**config.mk**
```make
export PLATFORM = sky130hd
export DESIGN_NAME = psk_modulator
export DESIGN_NICKNAME = d
export VERILOG_FILES = /design/src/rtl/psk_pkg.sv /design/src/rtl/sine_rom.sv /design/src/rtl/psk_modulator.sv
export SDC_FILE = /design/constraint.sdc
export NUM_CORES = 1
export LEC_CHECK = 0
export CAP_MARGIN = 20
export CORE_MARGIN = 4
export CORE_UTILIZATION = 50
export DETAILED_ROUTE_END_ITERATION = 7
export MAX_ROUTING_LAYER = met4
export PLACE_DENSITY_LB_ADDON = 0.25
export SLEW_MARGIN = 20
export SYNTH_ARGS = -nofsm -noshare
export SYNTH_HDL_FRONTEND = slang
export SYNTH_HIERARCHICAL = 1
export SYNTH_SLANG_ARGS = --single-unit
```
**constraint.sdc**
```tcl
create_clock -name sys_clk -period 2.8 [get_ports sys_clk]
set_clock_uncertainty 0.1 [all_clocks]
set_input_delay 0.56 -clock sys_clk [delete_from_list [all_inputs] [get_ports sys_clk]]
set_output_delay 0.56 -clock sys_clk [all_outputs]
set_load 0.02 [all_outputs]
```
**src/rtl/psk_pkg.sv**
```systemverilog
// Shared widths and constants for the BPSK modulator and its sine ROM.
package psk_pkg;

    localparam int unsigned PHASE_W = 16;
    localparam int unsigned LUT_AW  = 8;
    localparam int unsigned DAC_W   = 8;

    localparam logic [DAC_W-1:0]  DAC_MID    = 8'd128;
    localparam logic [LUT_AW-1:0] PSK_OFFSET = 8'd128;

    typedef logic [LUT_AW-1:0] lut_addr_t;
    typedef logic [DAC_W-1:0]  dac_sample_t;

endpackage

```
**src/rtl/sine_rom.sv**
```systemverilog
// 256 x 8 offset-binary sine ROM, folded onto a 65-entry quarter-wave table.
module sine_rom
    import psk_pkg::*;
(
    input  lut_addr_t   addr,
    output dac_sample_t sample_c
);

    localparam int unsigned QTR_N = 65;

    // round(127.5 + 127.5*sin(2*pi*k/256)) for k = 0..64
    localparam logic [DAC_W-1:0] QUARTER [QTR_N] = '{
        8'd128, 8'd131, 8'd134, 8'd137, 8'd140, 8'd143, 8'd146, 8'd149,
        8'd152, 8'd155, 8'd158, 8'd162, 8'd165, 8'd167, 8'd170, 8'd173,
        8'd176, 8'd179, 8'd182, 8'd185, 8'd188, 8'd190, 8'd193, 8'd196,
        8'd198, 8'd201, 8'd203, 8'd206, 8'd208, 8'd211, 8'd213, 8'd215,
        8'd218, 8'd220, 8'd222, 8'd224, 8'd226, 8'd228, 8'd230, 8'd232,
        8'd234, 8'd235, 8'd237, 8'd238, 8'd240, 8'd241, 8'd243, 8'd244,
        8'd245, 8'd246, 8'd248, 8'd249, 8'd250, 8'd250, 8'd251, 8'd252,
        8'd253, 8'd253, 8'd254, 8'd254, 8'd254, 8'd255, 8'd255, 8'd255,
        8'd255
    };

    logic [1:0]        quad;
    logic [5:0]        off;
    logic [6:0]        idx;
    logic [DAC_W-1:0]  q_val;

    // Odd quadrants mirror the index; the lower half-wave is 255 - upper,
    // except entry 128 which rounds to mid-scale rather than 127.
    always_comb begin
        quad     = addr[LUT_AW-1:LUT_AW-2];
        off      = addr[LUT_AW-3:0];
        idx      = quad[0] ? 7'(7'd64 - 7'(off)) : 7'(off);
        q_val    = QUARTER[idx];
        sample_c = q_val;
        if (quad[1]) begin
            if (!quad[0] && off == 6'd0) begin
                sample_c = DAC_MID;
            end else begin
                sample_c = 8'(8'd255 - q_val);
            end
        end
    end

endmodule

```
**src/rtl/psk_modulator.sv**
```systemverilog
// BPSK modulator: DDS sine carrier whose phase is flipped 180 degrees by data_in.
module psk_modulator
    import psk_pkg::*;
#(
    parameter logic [PHASE_W-1:0] BASE_PHASE = 16'd655
) (
    input  logic             sys_clk,
    input  logic             sys_rst,
    input  logic             data_in,
    output logic [DAC_W-1:0] da_data,
    output logic             da_clk
);

    logic [PHASE_W-1:0] phase_acc;
    logic               data_q;
    lut_addr_t          addr_c;
    dac_sample_t        lut_c;

    always_ff @(posedge sys_clk) begin
        if (sys_rst) begin
            phase_acc <= '0;
            data_q    <= 1'b0;
            da_data   <= DAC_MID;
        end else begin
            phase_acc <= phase_acc + BASE_PHASE;
            data_q    <= data_in;
            da_data   <= lut_c;
        end
    end

    // A set data bit adds half a table period, i.e. a 180 degree phase shift.
    always_comb begin
        addr_c = phase_acc[PHASE_W-1 -: LUT_AW] + (data_q ? PSK_OFFSET : lut_addr_t'(0));
    end

    sine_rom u_sine_rom (
        .addr     (addr_c),
        .sample_c (lut_c)
    );

    // DAC latches mid-period, half a cycle after da_data updates.
    assign da_clk = ~sys_clk;

endmodule

```
Word-level counts from Yosys, hierarchy flattened --
Memory sizes are Yosys's and may differ from the RTL's. Index checks and enable logic that the tools add are counted.
Word-level totals: register bits 25, memory bits (read-only) 1024, bits of input ports 3, output and inout port bits 9, logic and storage cells 20, memories kept 1
Memories:
- (no name shown) | words 128, bits a word 8, rd ports 1, clocked after memory_dff 0, wr ports 0, RTL line sine_rom.sv:35 | q_val = QUARTER[idx];
Operators by class: add/sub/neg operators 4, magnitude comparators 1, mux-type cells 6, bitwise logic cells 2, reduce and logical (&&, ||, !) cells 3
Operators by type and width (number):
- $mux 8 | 5
- $add 16x10->16 const B | 1
- $add 8x8->8 | 1
- $ge 8x8->1 const B | 1
- $not 7->8 | 1
- $sub 8x8->8 const A | 1
- $mux 7 | 1
- $sub 7x6->7 const A | 1
- $logic_not 6->1 | 1
- $logic_and 1x1->1 | 1
- $logic_not 1->1 | 1
- $not 1->1 | 1

Longest topological paths before layout --
depth after elaboration 11, mapped depth 14, depth with buffers taken out 13

Hierarchy --
Netlist, hierarchy kept.
By module, submodules not included:
- sine_rom | times used 1, cells an instance 148, area each 1022.2 um^2, seq. area each 0.0 um^2
- psk_modulator | times used 1, cells an instance 92, area each 912.1 um^2, seq. area each 500.5 um^2

==> run_results.csv <==
group,metric,value,unit
layout,n_antenna_cell,0,
die,die_y,70.2,microns
drt,vias_per_cell,5.98,
placed_design,hpwl,3330,microns
yosys,avgSynthCellArea,8.06,sq um
die,rows,22,
drt,vias,1837,
global_route,grt_usage,0.190,
worst_setup_path,crit_slowest_cell,"dlygate4sd2_1",
drt,first_pass_iters,4,
sta,drv_slew,0,
power,seqPwrFrac,0.356,
yosys,syn_inst,240,
sta,setup_viol,0,
hold_path,hp-class,"flip-flop to flip-flop",
drt,wl,4500,microns
layout,drive_above_1_share,0.181,
clocking,clk_latency,0.26,ns
worst_setup_path,crit_family,"buffers and inverters",
yosys,async_flop_share,0,
die,core_area,3690,sq um
power,power,1.22,mW
placed_design,gp_congestion,0.906,
yosys,synthesis.area,1930,sq um
worst_setup_path,crit_top_cell,"clkbuf_8",
outcome,outcome,"completed",
worst_setup_path,slowest_delay,0.32,ns
clocking,cts_buffer_depth,2,
power,pwr-share-clk,0.205,
power,irDropWorstVdd,431,uV
power,intPower,0.763,mW
yosys,synth.most_common_cell,"dfxtp_1",
sta,whs,0.364,ns
worst_setup_path,worstPathRequired,2.14,ns
drt,drtAntennaViolNets,0,
clocking,h-tree-depth,1,
sta,tightest_slew,0.525,ns
yosys,synth-edff-count,0,
global_route,grt_max_degree,19,
clocking,holdBufCountCts,0,
worst_setup_path,cp_cell_sequence,"clkbuf_8 > clkbuf_8 > inv_1 > dlygate4sd2_1",
clocking,cts-root-buf,"clkbuf_8",
global_route,overflow,0,
yosys,yosysTopAreaCell,"dfxtp_1",
power,powerDensity,539,nW/um^2
yosys,ys_seq_area_frac,0.259,
yosys,synth_ff_type,"dfxtp_1",
global_route,grt_first_pass_wirelength,7620,microns
drt,routedWlPerCell,14.7,microns
yosys,synth_cell_type_count,62,
worst_setup_path,crit_type,"clock port to output port",
sta,finalHoldViolCount,0,
die,io_pins,12,
sta,rsz0062_at_grt,"yes",
worst_setup_path,cp_num_buf_inv,4,
power,cellLeakagePower,0.866,nW
sta,slew_headroom,0.648,
drt,drt_iter0_drc,190,
drt,post-route-drc-count,0,
job,drv_cap,0,
clocking,cts_buffers,3,
clocking,clk_pin_slew,0.08,ns
power,p_sw_frac,0.376,
yosys,synth_area_leaders,"dfxtp_1 (26%), a21oi_1 (5.2%), nor2_1 (4.5%)",
yosys,synth_top_area_frac,0.259,
worst_setup_path,startpoint_type,"clock port",
clocking,cts_tree,"done",
die,die_x,70.2,microns
layout,nNetsFinal,269,
worst_setup_path,worst-path-max-fanout,13,
yosys,ys_ff_latch,25,
power,power_frac_comb,0.439,
placed_design,port_buffers,11,
die,fp.dieArea,4930,sq um
yosys,yosys_warnings,6,
global_route,antenna_found_initial,0,
global_route,grt_pass1_vias,1603,
layout,area_growth,17.3,%
worst_setup_path,end_kind,"output port",
worst_setup_path,arrival,2.04,ns
yosys,synth_common_cells,"dfxtp_1 (25), nor2_1 (23), a21oi_1 (20), nand2_1 (18), o21ai_0 (13)",
power,power_switching,0.460,mW
yosys,synth_fp_nets,249,
die,start_util,0.524,
layout,utilization,0.615,
==> final cells by class <==
cell class	count	area [sq um]
multi-input combinational	191	1380
clock buffer	5	53.8
fill	354	1420
clock inverter	1	3.75
timing repair buffer	27	228
tap	48	60.1
sequential	25	502
inverter	10	37.5
==> power by group through the flow <==
stage,clock (mW),sequential (mW),combinational [mW]
final,0.251,0.435,0.537
after global placement,0.0529,0.441,0.510
after CTS,0.261,0.434,0.515
after global routing,0.278,0.444,0.592
after detailed placement,0.0529,0.442,0.512
after floorplan,0.0256,0.462,0.359
==> per-stage QoR <==
stage | worst slack [ns] | setup TNS [ns] | cell area, sq um | instances
finish | 0.103 | 0 | 2270 | 307
global route | -0.0112 | -0.0112 | 2270 | 307
CTS | 0.0206 | 0 | 2220 | 307
detailed placement | 0.0581 | 0 | 2180 | 303
global placement | 0.0273 | 0 | 2180 | 303
floorplan | 0.00519 | 0 | 1950 | 240
==> cell families (layout without fill, tap and decap cells) <==
family                     after synthesis  count (layout)  share of synthesized area
xor gates and xnor gates                17              17                     0.0880
muxes                                    6               6                     0.0336
and+or+nand+nor                         83              83                      0.230
buffers and inverters                   24              43                     0.0537
AOI/OAI and AO/OA                       78              78                      0.291
adders and majority gates                7               7                     0.0446
DFF                                     25              25                      0.259
==> placed cells by master, fill, tap and decap left out, types with 3 or more instances in the layout <==
cell,n
mux2i_1,4
a31oi_1,4
a21oi_1,20
xor2_1,7
clkdlybuf4s50_1,10
nor4_1,3
o21ai_0,12
or3_1,6
o31ai_1,7
a21o_1,3
nand3_1,4
xnor2_1,7
nand2_1,18
nor2b_1,9
buf_4,17
ha_1,3
clkbuf_8,3
nand4_1,3
inv_1,9
dfxtp_1,24
a22oi_1,3
nand2b_1,4
nor2_1,23
==> flip-flops by register name, indices dropped and copies added, names as in the netlist <==
signal,count
data_q,1
da_data,8
phase_acc,16
==> path summary, 6_finish.rpt <==
path | depth (start not counted) | slack (ns) | endpoint | from
setup / recovery | 4 | 0.10 | da_clk | sys_clk
hold / removal | 1 | 0.36 | phase_acc[0] | phase_acc[0]
hold reg to reg | 1 | 0.36 | phase_acc[0] | phase_acc[0]
setup reg to reg | 14 | 0.18 | da_data[3] | phase_acc[9]
==> per-layer routing <==
layer,share of wire,up-vias,GRT usage,routed length (microns)
li1,-,918,-,-
met3,0.063,4,0.0475,282
met2,0.47,56,0.291,2110
met1,0.46,859,0.263,2070
met4,0.0082,0,0.0191,37
met5,0,-,-,0
==> what timing repair did <==
action                                  4_1_cts  5_1_grt
endpoints found under the setup margin        1        6
buffers inserted                              0        0
gates resized for setup                       1       11
No activity file was read; power rests on OpenSTA's default activity.
